$ cat src/rtl/fetch_ctrl_if.sv
// Instruction memory request/response bus.
// Single outstanding request, grant then rvalid.
interface fetch_ctrl_if;
  logic        mem_req_o;
  logic [31:0] mem_addr_o;
  logic        mem_gnt_i;
  logic        mem_rvalid_i;
  logic [31:0] mem_rdata_i;

  modport master (
    output mem_req_o,
    output mem_addr_o,
    input  mem_gnt_i,
    input  mem_rvalid_i,
    input  mem_rdata_i
  );

  modport slave (
    input  mem_req_o,
    input  mem_addr_o,
    output mem_gnt_i,
    output mem_rvalid_i,
    output mem_rdata_i
  );
endinterface

$ cat src/rtl/fetch_ctrl.sv
// Instruction fetch controller: one outstanding
// memory read, redirect with response kill.
module fetch_ctrl #(
  parameter logic [31:0] RESET_PC = 32'h0000_0000,
  parameter logic [31:0] NOP      = 32'h0000_0013
) (
  input  logic         clk,
  input  logic         rst,
  input  logic [2:0]   hold_flag_i,
  input  logic         jump_flag_i,
  input  logic [31:0]  jump_addr_i,
  fetch_ctrl_if.master mem,
  output logic [31:0]  inst_o,
  output logic [31:0]  inst_addr_o,
  output logic         inst_valid_o,
  output logic         fetch_busy_o
);

  typedef enum logic [1:0] {
    S_IDLE,
    S_REQ,
    S_WAIT
  } state_e;

  state_e      state_q, state_d;
  logic [31:0] pc_q, pc_d;
  logic [31:0] ra_q, ra_d;
  logic        kill_q, kill_d;
  logic [31:0] inst_q, inst_d;
  logic [31:0] iaddr_q, iaddr_d;
  logic        ivld_q, ivld_d;
  logic        req;
  logic        cap;
  logic        jump;
  logic        consume;

  assign consume = (hold_flag_i == 3'b000);
  assign jump    = jump_flag_i
                 && (state_q != S_IDLE);
  assign req     = (state_q == S_REQ)
                 && (!ivld_q || consume);

  always_comb begin
    state_d = state_q;
    pc_d    = pc_q;
    ra_d    = ra_q;
    kill_d  = kill_q;
    inst_d  = inst_q;
    iaddr_d = iaddr_q;
    ivld_d  = ivld_q;
    cap     = 1'b0;
    unique case (state_q)
      S_IDLE: state_d = S_REQ;
      S_REQ: begin
        if (req && mem.mem_gnt_i) begin
          ra_d    = pc_q;
          state_d = S_WAIT;
          kill_d  = jump_flag_i;
        end
      end
      S_WAIT: begin
        if (mem.mem_rvalid_i) begin
          state_d = S_REQ;
          kill_d  = 1'b0;
          cap     = !kill_q && !jump_flag_i;
        end else if (jump_flag_i) begin
          kill_d = 1'b1;
        end
      end
      default: state_d = S_IDLE;
    endcase
    // redirect beats capture, capture beats consume
    if (jump) begin
      pc_d   = jump_addr_i & 32'hFFFF_FFFC;
      inst_d = NOP;
      ivld_d = 1'b0;
    end else if (cap) begin
      pc_d    = ra_q + 32'd4;
      inst_d  = mem.mem_rdata_i;
      iaddr_d = ra_q;
      ivld_d  = 1'b1;
    end else if (consume) begin
      inst_d = NOP;
      ivld_d = 1'b0;
    end
  end

  always_ff @(posedge clk) begin
    if (rst) begin
      state_q <= S_IDLE;
      pc_q    <= RESET_PC;
      ra_q    <= RESET_PC;
      kill_q  <= 1'b0;
      inst_q  <= NOP;
      iaddr_q <= 32'h0;
      ivld_q  <= 1'b0;
    end else begin
      state_q <= state_d;
      pc_q    <= pc_d;
      ra_q    <= ra_d;
      kill_q  <= kill_d;
      inst_q  <= inst_d;
      iaddr_q <= iaddr_d;
      ivld_q  <= ivld_d;
    end
  end

  assign mem.mem_req_o  = req;
  assign mem.mem_addr_o = pc_q;
  assign inst_o         = inst_q;
  assign inst_addr_o    = iaddr_q;
  assign inst_valid_o   = ivld_q;
  assign fetch_busy_o   = (state_q == S_WAIT);

endmodule

$ cat src/flat_wrapper.sv
// flat-port wrapper written by rule: the top's interface ports become plain ports
module fetch_ctrl_flat 
#(
  parameter logic [31:0] RESET_PC = 32'h0000_0000,
  parameter logic [31:0] NOP      = 32'h0000_0013
)
  (clk, rst, hold_flag_i, jump_flag_i, jump_addr_i, inst_o, inst_addr_o, inst_valid_o, fetch_busy_o, mem_mem_req_o, mem_mem_addr_o, mem_mem_gnt_i, mem_mem_rvalid_i, mem_mem_rdata_i);
  fetch_ctrl_if mem_i ();
  input  logic clk;
  input  logic rst;
  input  logic [2:0] hold_flag_i;
  input  logic jump_flag_i;
  input  logic [31:0] jump_addr_i;
  output logic [31:0] inst_o;
  output logic [31:0] inst_addr_o;
  output logic inst_valid_o;
  output logic fetch_busy_o;
  output wire logic [$bits(mem_i.mem_req_o)-1:0] mem_mem_req_o;
  output wire logic [$bits(mem_i.mem_addr_o)-1:0] mem_mem_addr_o;
  input wire logic [$bits(mem_i.mem_gnt_i)-1:0] mem_mem_gnt_i;
  input wire logic [$bits(mem_i.mem_rvalid_i)-1:0] mem_mem_rvalid_i;
  input wire logic [$bits(mem_i.mem_rdata_i)-1:0] mem_mem_rdata_i;
  assign mem_mem_req_o = mem_i.mem_req_o;
  assign mem_mem_addr_o = mem_i.mem_addr_o;
  assign mem_i.mem_gnt_i = mem_mem_gnt_i;
  assign mem_i.mem_rvalid_i = mem_mem_rvalid_i;
  assign mem_i.mem_rdata_i = mem_mem_rdata_i;
  fetch_ctrl #(.RESET_PC(RESET_PC), .NOP(NOP)) u_core (.clk(clk), .rst(rst), .hold_flag_i(hold_flag_i), .jump_flag_i(jump_flag_i), .jump_addr_i(jump_addr_i), .mem(mem_i), .inst_o(inst_o), .inst_addr_o(inst_addr_o), .inst_valid_o(inst_valid_o), .fetch_busy_o(fetch_busy_o));
endmodule
$ cat config.mk
export PLATFORM = sky130hd
export DESIGN_NAME = fetch_ctrl_flat
export DESIGN_NICKNAME = d
export VERILOG_FILES = /design/src/rtl/fetch_ctrl_if.sv /design/src/rtl/fetch_ctrl.sv /design/src/flat_wrapper.sv
export SDC_FILE = /design/constraint.sdc
export NUM_CORES = 1
export LEC_CHECK = 0
export CAP_MARGIN = 20
export CORE_UTILIZATION = 50
export CTS_CLUSTER_SIZE = 8
export DETAILED_ROUTE_END_ITERATION = 16
export PLACE_DENSITY_LB_ADDON = 0.15
export SETUP_SLACK_MARGIN = 0.15
export SYNTH_ARGS = -nofsm -noshare
export SYNTH_HDL_FRONTEND = slang
export SYNTH_SLANG_ARGS = --single-unit
$ cat constraint.sdc
create_clock -name clk -period 3.1 [get_ports clk]
set_input_delay 0.775 -clock clk [delete_from_list [all_inputs] [get_ports clk]]
set_output_delay 0.775 -clock clk [all_outputs]
set_load 0.005 [all_outputs]
==> results of run 1 <==
flip-flops by register name, summed over array words and instances (netlist names):
register / cells
u_core.inst_valid_o: 1
u_core.inst_addr_o: 32
u_core.mem.mem_addr_o: 32
u_core.kill_q: 1
u_core.inst_o: 32
u_core.state_q: 2
u_core.ra_q: 32
cells in the mapped netlist, types with 2 or more instances:
| master | count |
|---|---|
| sky130_fd_sc_hd__o22ai_1 | 8 |
| sky130_fd_sc_hd__or4_4 | 2 |
| sky130_fd_sc_hd__o21ai_0 | 9 |
| sky130_fd_sc_hd__a221o_1 | 2 |
| sky130_fd_sc_hd__nor4_1 | 7 |
| sky130_fd_sc_hd__a21oi_1 | 80 |
| sky130_fd_sc_hd__and4b_1 | 2 |
| sky130_fd_sc_hd__nor2_1 | 37 |
| sky130_fd_sc_hd__inv_1 | 6 |
| sky130_fd_sc_hd__nand2_1 | 171 |
| sky130_fd_sc_hd__o211ai_1 | 13 |
| sky130_fd_sc_hd__o2111ai_1 | 3 |
| sky130_fd_sc_hd__xor2_1 | 2 |
| sky130_fd_sc_hd__xnor2_1 | 6 |
| sky130_fd_sc_hd__nand2b_1 | 2 |
| sky130_fd_sc_hd__nor2b_1 | 2 |
| sky130_fd_sc_hd__a311o_1 | 2 |
| sky130_fd_sc_hd__or3_1 | 2 |
| sky130_fd_sc_hd__clkbuf_1 | 37 |
| sky130_fd_sc_hd__nand3b_1 | 2 |
| sky130_fd_sc_hd__a2bb2oi_1 | 9 |
| sky130_fd_sc_hd__a21o_1 | 2 |
| sky130_fd_sc_hd__buf_2 | 16 |
| sky130_fd_sc_hd__a22oi_1 | 44 |
| sky130_fd_sc_hd__nand3_1 | 13 |
| sky130_fd_sc_hd__and4_1 | 2 |
| sky130_fd_sc_hd__o311a_1 | 3 |
| sky130_fd_sc_hd__dfxtp_1 | 132 |
| sky130_fd_sc_hd__nand4_1 | 8 |
| sky130_fd_sc_hd__buf_6 | 2 |
| sky130_fd_sc_hd__o221ai_1 | 3 |
| sky130_fd_sc_hd__nor3_1 | 15 |
| sky130_fd_sc_hd__o21a_1 | 4 |
| sky130_fd_sc_hd__or4b_1 | 2 |
| sky130_fd_sc_hd__and3_1 | 2 |
| sky130_fd_sc_hd__or4_1 | 6 |
final timing paths:
check                               from                        end  slack [ns]
hold reg to reg   u_core.inst_addr_o[22]     u_core.inst_addr_o[22]        0.45
setup / recovery          hold_flag_i[2]              mem_mem_req_o        0.31
hold / removal    u_core.inst_addr_o[22]     u_core.inst_addr_o[22]        0.45
setup reg to reg          u_core.ra_q[4]  u_core.mem.mem_addr_o[26]        0.94
area by class of cell:
| cell class | instances | area, um^2 |
|---|---|---|
| Clock buffer | 25 | 474 |
| Inverter | 6 | 22.5 |
| Timing Repair Buffer | 193 | 1910 |
| Fill cell | 851 | 2900 |
| Clock inverter | 5 | 75.1 |
| Tap cell | 140 | 175 |
| Multi-Input combinational cell | 483 | 2650 |
| Sequential cell | 132 | 2640 |
cells by family after synthesis:
family,count (synthesis)
AND/OR/NAND/NOR,284
AO/OA/AOI/OAI,190
flip-flops,132
buffers and inverters,63
XOR/XNOR,8
adder cells (fa/ha/maj),1
metrics by stage:
stage	instance area [um^2]	instances	setup WS, ns
3_5_place_dp	7380	953	0.0412
2_1_floorplan	5540	678	0.859
5_1_grt	7940	984	0.264
4_1_cts	7940	984	0.377
3_3_place_gp	7370	952	0.0385
6_report	7940	984	0.314
tightest hold or removal path, delay by kind of cell (launching register included):
kind | cells | cell delay [ns]
AOI/OAI and AO/OA | 1 | 0.05
DFF | 1 | 0.30
and+or+nand+nor | 1 | 0.05
what timing repair did:
| action | 4_1_cts | 5_1_grt |
|---|---|---|
| setup endpoints to repair | 1 | 0 |
| setup buffers | 1 | 0 |
| resized for setup | 3 | 0 |
| endpoints found under the hold margin | 0 | 0 |
routing by layer:
metal | wire length, um | track usage
met5 | 0 | 0
met4 | 266 | 0.129
met3 | 1300 | 0.0775
met2 | 8020 | 0.487
met1 | 6860 | 0.368
power by group through the flow:
| stage | Clock, W | Sequential [W] | Combinational [W] |
|---|---|---|---|
| after global routing | 0.00199 | 0.00177 | 0.000384 |
| after floorplan | 0 | 0.00179 | 0.000152 |
| final | 0.00188 | 0.00177 | 0.000356 |
| after CTS | 0.00190 | 0.00177 | 0.000355 |
| after global placement | 0 | 0.00180 | 0.000344 |
| after detailed placement | 0 | 0.00180 | 0.000351 |
==> results.txt, run 1 <==
- The flow ran to the end, and the final reports show no timing, DRC or antenna violations.
- For the pin with the worst max-slew slack, the measured transition is 1.03 ns.
- In this run the number of cells on the critical path is 4.
- The H-tree was split into 4 levels.
* Skew-Pair Late Insertion Delay: 0.53 ns
- The share of the Yosys chip area taken by registers is 0.477.
- Synthesized cell area: 5540 um^2
- Crit path required time: 2.32 ns
- Sequential share of power: 0.441
* Type of origin of the critical path: primary input
* Combined global-route utilization of all metal layers: 0.297
- Maximum fanout along the worst path: 2
- For the worst setup path, the data arrival time is 2.01 ns.
- Cell with the largest stage delay on the worst path: sky130_fd_sc_hd__clkdlybuf4s50_1
- Max-slew violations: 0
- Worst min-delay path category: reg2reg
- The worst hold path passes through 2 cells.
- Crit path kind: in2out
* Compound-gate portion of the synthesized area: 0.223
* Ratio of total power to cell area: 505 nW/um^2
- Entering global routing, the biggest net connects between 100 and 150 pins.
- Drt initial violations: approximately 440
* Proportion of power drawn by combinational gates: 0.089
- Across all hold checks on the routed design, the worst slack comes to about 0.45 ns.
* Clock tree from TritonCTS: done
- After detailed routing, the number of vias per cell comes to approximately 5.8.
- Max Buffers Root-to-Sink: 2
- Mean post-synth cell area: 8.17 um^2
* Utilization after layout: 0.733
* Count of cell types in the netlist: 56
- Remaining design rule violation count: 0
- The pre-antenna-repair detailed-routing pass consisted of 5 iterations.
- Peak Freq: about 0.36 GHz
- The wire-length estimate of the detail-placed layout is between 10 and 15 mm.
* I/O pin count: between 150 and 200
* Synth Net Count: about 750
- Worst clock skew: roughly 0.0099 ns
* Most used flip-flop cell after synthesis: sky130_fd_sc_hd__dfxtp_1
- Measured along the x axis, the die boundary spans about 110 um.
- Buffers inserted to repair hold after CTS numbered 0.
- Of the post-synthesis cell area, the dominant cell type holds 0.477.
- For this run, the slowest stage of the critical path takes 0.44 ns.
- Setup violations remaining at the end of the flow were counted as 0.
- During synthesis, Yosys emitted a total of 0 warnings.
- Leakage component of the power: about 2.7 nW
- The region available for standard cell placement spans 10,800 um^2.
- Post-layout power: between 0.004 and 0.005 W
* Register-to-Register Path Depth: 4
* Commonest non-fill, non-tap cells in the layout: sky130_fd_sc_hd__nand2_1, sky130_fd_sc_hd__clkdlybuf4s50_1, sky130_fd_sc_hd__dfxtp_1, sky130_fd_sc_hd__a21oi_1, sky130_fd_sc_hd__a22oi_1
* WL final: approximately 16 mm
* Synthesized flop and latch total: ~130
- Peak ir drop on the vdd network: 0.355 mV
* Final layout net count: slightly above 900
- Of the total synthesized cell area, the portion taken by AND, OR, NAND and NOR gates is 0.236.
- The first global-routing pass estimated around 27 mm of wire.
* Buffer and inverter count on the worst path: 2
* Switching power: approximately 0.0009 W
- The total count of hold-check failures in the final report is 0.
* Total number of vias: about 5,700
* Clock buffers created by TritonCTS: 17
* Y dimension of the die: about 110 um
- Synthesis handed over a netlist of 678 instances.
* Area enclosed by the die boundary: 11,500 um^2
- The floorplan has 38 rows.
- The number of global-route vias before repair is between 5,000 and 6,000.
- CTS placed an instance of sky130_fd_sc_hd__clkbuf_8 at the clock tree root.
* Cell types with the largest area share after synthesis: sky130_fd_sc_hd__dfxtp_1, sky130_fd_sc_hd__nand2_1, sky130_fd_sc_hd__a21oi_1
* RSZ-0062 raised after global routing: no
- Cells traversed along the worst timing path: clkdlybuf4s50_1 -> o31ai_2 -> nor3b_2 -> dlygate4sd2_1
* Switching power as a share of total power: 0.223
- Antenna diode count: 0
- Initial Util: 0.511
- Per-cell routed wire length: between 15 and 20 um
* CP Capture Type: output pin
- Xor-xnor portion of the synthesized cell area: 0.0126
- By area, the combinational part of the netlist is dominated by simple AND/OR/NAND/NOR gates.
- In this run the tightest slew margin relative to its limit is 0.315.
- Across the run, the number of max-cap violations was 0.
* Number of sinks handled by clock tree synthesis: 132
* Time the worst path needs with I/O delays and setup: approximately 2.8 ns
* Number of antenna-violating nets in the routed design: 0
- Internal power: 0.00311 W
- Clock-pin slew was measured on the worst setup and hold paths at roughly 0.05 ns.
* Antenna violations before repair: 0
* Kind of cell with the highest combined delay on the critical path: buffers and inverters
- Of the total synthesized cell area, the portion taken by full adders, half adders and majority gates is 0.00226.
- Number of enable flip-flop cells after synthesis: 0
- RePlAce Congestion: about 0.85
- Input and output buffers added on the ports amount to about 170.
- Counting flops with an async set or reset pin after synthesis yields a share of 0.
- In the final layout, the share of cells above drive strength 1 is 0.0758.
* Area growth from synthesis to layout: 43.4%
- Overflow left after global routing: 0
* Clock share of power: 0.470
* Setup TNS: 0 ns
* Share of cell area taken by muxes after synthesis: 0
- Ratio of final minimum period to clock period: 0.899
- The biggest area contributor in the post-synthesis netlist is sky130_fd_sc_hd__dfxtp_1.
- Leading cell type in the layout, fill and taps excluded: sky130_fd_sc_hd__nand2_1
Power figures use the tool's default switching activity.
==> run 2, diff against run 1 <==
--- a/config.mk
+++ b/config.mk
@@ -6,9 +6,10 @@
 export NUM_CORES = 1
 export LEC_CHECK = 0
 export CAP_MARGIN = 20
-export CORE_UTILIZATION = 50
+export CORE_UTILIZATION = 40
 export CTS_CLUSTER_SIZE = 8
 export DETAILED_ROUTE_END_ITERATION = 16
+export DONT_BUFFER_PORTS = 1
 export PLACE_DENSITY_LB_ADDON = 0.15
 export SETUP_SLACK_MARGIN = 0.15
 export SYNTH_ARGS = -nofsm -noshare
==> results.txt, run 2 (synthesis gave the netlist of run 1 again) <==
- Initial Util: 0.413 (was 0.511)
* Buffers added on ports: 0 (was 168)
- The area taken by multi-input logic gates is 2640 um^2 (was 2650 um^2).
- Ratio of final minimum period to clock period: 0.768 (was 0.899)
- Kind of cell with the highest combined delay on the critical path: compound AO/OA/AOI/OAI gates (was buffers and inverters)
- The area added between synthesis and finish came to 14.3% (was 43.4%).
- The clock transition time at the flip-flop clock pins of the worst setup and hold paths is 0.06 ns (was 0.05 ns).
* Crit path required time: 2.32 ns (about the same)
* Per-cell routed wire length: 18.4 um (was 16.7 um)
* Max incr delay on CP: 0.47 ns (was 0.44 ns)
- The most common cell after layout, fill and taps aside is sky130_fd_sc_hd__nand2_1 (unchanged).
- Vias in the first global route: 4,805 (was 5,435)
- The fraction of final layout cells sized beyond drive strength 1 is 0.0879 (was 0.0758).
* Final hold violation count: 0 (unchanged)
* Slew margin rel.: 0.512 (was 0.315)
- Commonest non-fill, non-tap cells in the layout: sky130_fd_sc_hd__nand2_1, sky130_fd_sc_hd__dfxtp_1, sky130_fd_sc_hd__a21oi_1, sky130_fd_sc_hd__a22oi_1, sky130_fd_sc_hd__nor2_1 (was sky130_fd_sc_hd__nand2_1, sky130_fd_sc_hd__clkdlybuf4s50_1, sky130_fd_sc_hd__dfxtp_1, sky130_fd_sc_hd__a21oi_1, sky130_fd_sc_hd__a22oi_1)
* Final Instance Count excl. Fillers: 847 (was 984)
- The cell at the root of the clock tree is sky130_fd_sc_hd__clkbuf_16 (was sky130_fd_sc_hd__clkbuf_8).
- Buffer and inverter count on the worst path: 0 (was 2)
- The sum of negative setup slack is 0 ns (unchanged).
* Buffers inserted by post-CTS timing repair: 0 (was 1)
- Remaining design rule violation count: 0 (unchanged)
* Arrival time of the worst setup path: 1.60 ns (was 2.01 ns)
* I/O pin count: 171 (unchanged)
- Number of antenna-violating nets in the routed design: 0 (unchanged)
- The type of element capturing the critical path was an output pin (unchanged).
* Antenna diode count: 0 (unchanged)
- The final weighted congestion in routability-driven placement was 0.776 (was 0.850).
- RSZ-0062 raised after global routing: no (unchanged).
- The type of the most critical hold path was in2reg (was reg2reg).
* Final layout net count: 731 (was 906)
* Y dimension of the die: 120 um (was 107 um)
- Drt initial violations: 310 (was 437)
- The horizontal extent of the die came to 120 um (was 107 um).
* Number of gates resized after cts: 0 (was 3)
* Count of filler cells inserted in the layout: 1,316 (was 851)
- Max-slew violations: 0 (unchanged)
- H-tree levels: 4 (unchanged)
- Peak Freq: 0.420 GHz (was 0.359 GHz)
- Cells traversed along the worst timing path: o31ai_1 -> nor3b_1 (was clkdlybuf4s50_1 -> o31ai_2 -> nor3b_2 -> dlygate4sd2_1).
* Combined global-route utilization of all metal layers: 0.226 (was 0.297)
- The sequential cell area in the final layout was 2640 um^2 (unchanged).
- CTS hold repair buffers: 0 (unchanged)
- The type of element launching the critical path was a primary input (unchanged).
* Global-route wire length before repair: 25.0 mm (was 26.7 mm)
* Max Buffers Root-to-Sink: 2 (unchanged)
* Overflow left after global routing: 0 (unchanged)
- The HPWL after detailed placement came to 10.3 mm (was 10.6 mm).
- The total length of routed wires is 15.6 mm (was 16.5 mm).
* Antenna violations before repair: 0 (unchanged)
* Skew-Pair Late Insertion Delay: 0.42 ns (was 0.53 ns)
- The count of TritonRoute iterations in the first routing pass is 5 (unchanged).
* Area enclosed by the die boundary: 14,300 um^2 (was 11,500 um^2)
* Total number of vias: 4,914 (was 5,666)
* Ratio of total power to cell area: 654 nW/um^2 (was 505 nW/um^2)
* Result of the run: finished clean (unchanged)
- Crit path kind: in2out (unchanged)
* Clock tree from TritonCTS: done (unchanged)
* Final setup viols: 0 (unchanged)
- Peak ir drop on the vdd network: 0.377 mV (was 0.355 mV)
* Cell with the largest stage delay on the worst path: sky130_fd_sc_hd__o31ai_1 (was sky130_fd_sc_hd__clkdlybuf4s50_1)
- Worst clock skew: 0.00981 ns (was 0.00987 ns)
* Pin count of the biggest net entering global routing: 106 (was 103)
* Post-layout power: 0.00414 W (was 0.00401 W)
- Core Box Area: 13,400 um^2 (was 10,800 um^2)
- Num rows: 42 (was 38)
* Maximum fanout along the worst path: 4 (was 2)
- Number of sinks handled by clock tree synthesis: 132 (unchanged)
* Least-Margin Pin Slew: 0.726 ns (was 1.03 ns)
- Placed Instances: 815 (was 953)
- The count of maximum capacitance violations is 0 (unchanged).
* Leakage component of the power: 2.04 nW (was 2.66 nW)
- Time the worst path needs with I/O delays and setup: 2.38 ns (was 2.79 ns)
- Vias per Instance: 5.80 (was 5.76)
* Clock buffers created by TritonCTS: 17 (unchanged)
==> run 2: power breakdown <==
group	internal, W	switching, W	total, W
clock	0.00145	0.000738	0.00219
combinational	0.0000630	0.000119	0.000182
sequential	0.00173	0.0000434	0.00177
==> run 2: cell type report <==
type,count,area share
timing repair buffer,18,0.0253
multi-input combinational,483,0.416
tap,176,0.0348
clock buffer,20,0.0705
sequential,132,0.417
inverter,6,0.00356
clock inverter,12,0.0322
==> run 2: worst paths after layout <==
path / slack, ns / endpoint / from / cells after the start
setup reg to reg: 0.92 / u_core.mem.mem_addr_o[28] / u_core.ra_q[14] / 4
hold reg to reg: 0.46 / u_core.ra_q[1] / u_core.ra_q[1] / 2
hold / removal: 0.43 / u_core.inst_addr_o[26] / rst / 1
setup / recovery: 0.72 / mem_mem_req_o / hold_flag_i[1] / 2
==> run 2: layer usage <==
layer / vias to the layer above / GRT usage / wire length, um / part of all wire
met1: 2315 / 0.280 / 6780 / 0.44
met2: 197 / 0.350 / 7180 / 0.46
li1: 2379 / - / - / -
met3: 23 / 0.0851 / 1320 / 0.085
met4: 0 / 0.0961 / 280 / 0.018
met5: - / 0 / 0 / 0
==> run 2: stage by stage <==
stage                     hold slack, ns  utilization  instance area [um^2]  setup WS [ns]
final                              0.428        0.473                  6330          0.721
after global routing               0.407        0.473                  6330          0.629
after CTS                          0.412        0.473                  6330          0.741
after detailed placement           0.451        0.424                  5680          0.627
after global placement             0.437        0.424                  5680          0.599
after floorplan                    0.437            -                  5540          0.859
==> run 3, diff against run 2 <==
==> constraint.sdc (replaced) <==
create_clock -name clk -period 2.3 [get_ports clk]
set_input_delay 0.575 -clock clk [delete_from_list [all_inputs] [get_ports clk]]
set_output_delay 0.575 -clock clk [all_outputs]
set_load 0.005 [all_outputs]
==> results.txt, run 3 (synthesis gave the netlist of run 1 again) <==
- The finished layout cell area was 6520 um^2 (was 6330 um^2).
- RePlAce Congestion: 0.811 (was 0.776)
- H-tree levels: 4 (unchanged)
- Ratio of final minimum period to clock period: 0.893
- Cells traversed along the worst timing path: nand4_4 -> or4_4 -> o311a_1 -> a221o_1 (was o31ai_1 -> nor3b_1)
* Remaining design rule violation count: 0 (unchanged)
* Arrival time of the worst setup path: 2.36 ns (was 1.60 ns)
- RSZ-0062 raised after global routing: no (unchanged).
- The source-to-sink clock delay at the later pin of the worst-skew pair is 0.43 ns (was 0.42 ns).
- Pre-CTS WS: 0.212 ns (was 0.627 ns)
- The category of cells accounting for the largest share of critical-path delay is simple AND/OR/NAND/NOR gates (was compound AO/OA/AOI/OAI gates).
- Initial Util: 0.413 (unchanged)
- Result of the run: finished clean (unchanged)
* Slew margin rel.: 0.521 (was 0.512)
- The area added between synthesis and finish was 17.7% (was 14.3%).
- The delay of the slowest cell on the worst path was 0.68 ns (was 0.47 ns).
* Drt first pass iters: 8 (was 5)
- Core Box Area: 13,400 um^2 (unchanged)
- The post-route worst setup slack came to 0.245 ns (was 0.721 ns).
- DP Wirelength: 10.7 mm (was 10.3 mm)
- The via count of the routed design was 4,964 (was 4,914).
- Placed inst area: 5860 um^2 (was 5680 um^2)
- X dimension of the die: 120 um (unchanged)
- The initial detailed-routing violation count came to 417 (was 310).
* Final setup viols: 0 (unchanged)
* Commonest non-fill, non-tap cells in the layout: sky130_fd_sc_hd__nand2_1, sky130_fd_sc_hd__dfxtp_1, sky130_fd_sc_hd__a21oi_1, sky130_fd_sc_hd__a22oi_1, sky130_fd_sc_hd__nor2_1 (unchanged)
* Root buf cell: sky130_fd_sc_hd__clkbuf_16 (unchanged)
- The actual slew at the worst max-slew pin came to 0.713 ns (was 0.726 ns).
- Combined global-route utilization of all metal layers: 0.224 (was 0.226)
* I/O pin count: 171 (unchanged)
- WL final: 15.8 mm (was 15.6 mm)
* Clock tree from TritonCTS: done (unchanged)
* Placed Instances: 834 (was 815)
- Peak Freq: roughly 0.49 GHz
- CTS clock-pin slew for the worst setup and hold paths: 0.06 ns (about the same)
* Buffer and inverter count on the worst path: 0 (unchanged)
- Time the worst path needs with I/O delays and setup: roughly 2 ns
* Crit path kind: reg2reg (was in2out)
* Pin count of the biggest net entering global routing: 106 (unchanged)
- The per-cell via count in the routed design came to 5.73 (was 5.80).
* Area enclosed by the die boundary: 14,300 um^2 (unchanged)
- The type of the most critical hold path is in2reg (unchanged).
- Buffers added on ports: 0 (unchanged)
- Max-slew violations: 0 (unchanged)
- CP Capture Type: flop (was output pin)
- The initial antenna violation count is 0 (unchanged).
* Type of origin of the critical path: flop (was primary input)
- The vertical die dimension was 120 um (unchanged).
- Clock buffers created by TritonCTS: 17 (unchanged)
- The clock tree buffer depth is 2 (unchanged).
* Final Instance Count excl. Fillers: 866 (was 847)
* Num rows: 42 (unchanged)
- Ratio of total power to cell area: 866 nW/um^2 (was 654 nW/um^2)
* Leading cell type in the layout, fill and taps excluded: sky130_fd_sc_hd__nand2_1 (unchanged)
* Leakage component of the power: 2.15 nW (was 2.04 nW)
- The number of setup buffers added after CTS was 0 (unchanged).
- Final hold violation count: 0 (unchanged)
- The data required time at the worst endpoint was 2.60 ns (was 2.32 ns).
- Global-route wire length before repair: 25.1 mm (was 25.0 mm)
* Antenna diode count: 0 (unchanged)
- The number of sinks handled by clock tree synthesis was 132 (unchanged).
* Peak ir drop on the vdd network: 0.485 mV (was 0.377 mV)
- Final layout net count: 750 (was 731)
- MaxCap Viol Count: 0 (unchanged)
- Utilization after layout: 0.486 (was 0.473)
* Cell with the largest stage delay on the worst path: sky130_fd_sc_hd__or4_4 (was sky130_fd_sc_hd__o31ai_1)
* Setup TNS: 0 ns (unchanged)
* Maximum fanout along the worst path: 14 (was 4)
- The total congestion overflow after global routing is 0 (unchanged).
- The detailed-route wire length per cell is 18.2 um (was 18.4 um).
* Number of antenna-violating nets in the routed design: 0 (unchanged)
* Worst clock skew: 0.0140 ns (was 0.00981 ns)
- The fraction of final layout cells sized beyond drive strength 1 came to 0.117 (was 0.0879).
- Vias in the first global route: 4,788 (was 4,805)
run 3: cell types whose count changed in the layout (fill, tap and decap cells not counted):
cell / previous run / this run
sky130_fd_sc_hd__buf_4: 16 / 32
sky130_fd_sc_hd__buf_12: 2 / 5
sky130_fd_sc_hd__clkbuf_1: 2 / 0
sky130_fd_sc_hd__clkinv_4: 3 / 5
sky130_fd_sc_hd__clkbuf_8: 1 / 0
sky130_fd_sc_hd__dfxtp_1: 132 / 131
sky130_fd_sc_hd__dfxtp_2: 0 / 1
sky130_fd_sc_hd__inv_6: 0 / 1
run 3: power by group:
group | internal (W) | total, W | switching, W
Clock | 0.00193 | 0.00299 | 0.00106
Sequential | 0.00233 | 0.00239 | 0.0000564
Combinational | 0.000100 | 0.000262 | 0.000162
run 3: metal layers:
layer  wire length, um  vias up  GRT usage
li1                  -     2413          -
met5                 0        -          0
met3              1410       16     0.0870
met1              6910     2323      0.277
met4               190        0     0.0766
met2              7250      212      0.354
run 3: layout make-up:
type	count	area [um^2]
timing repair buffer	37	340
fill	1289	6880
multi-input combinational	483	2640
clock inverter	15	230
tap	176	220
inverter	6	22.5
sequential	132	2640
clock buffer	17	425
run 3: repair_timing:
item | 4_1_cts | 5_1_grt
resized for setup | 0 | 1
endpoints found under the hold margin | 0 | 0
hold buffers | 0 | 0
setup endpoints to repair | 0 | 2
run 3: path summary, 6_finish.rpt:
| kind | startpoint | endpoint | slack, ns | cells after the start |
|---|---|---|---|---|
| setup / recovery | u_core.ra_q[11] | u_core.mem.mem_addr_o[25] | 0.25 | 4 |
| hold / removal | rst | u_core.ra_q[27] | 0.23 | 1 |
| setup reg to reg | u_core.ra_q[11] | u_core.mem.mem_addr_o[25] | 0.25 | 4 |
| hold reg to reg | u_core.ra_q[1] | u_core.ra_q[1] | 0.46 | 2 |
run 3: through the flow:
step                      total power (W)  hold WS [ns]
after global routing              0.00583         0.210
after floorplan                   0.00262         0.437
after detailed placement          0.00270         0.447
after global placement            0.00270         0.437
final                             0.00564         0.230
after CTS                         0.00569         0.204
run 3: worst reg2reg max path, stage by stage (launching register included):
cell,delay [ns]
sky130_fd_sc_hd__dfxtp_1,0.44
sky130_fd_sc_hd__nand4_4,0.18
sky130_fd_sc_hd__or4_4,0.68
sky130_fd_sc_hd__o311a_1,0.39
sky130_fd_sc_hd__a221o_1,0.26
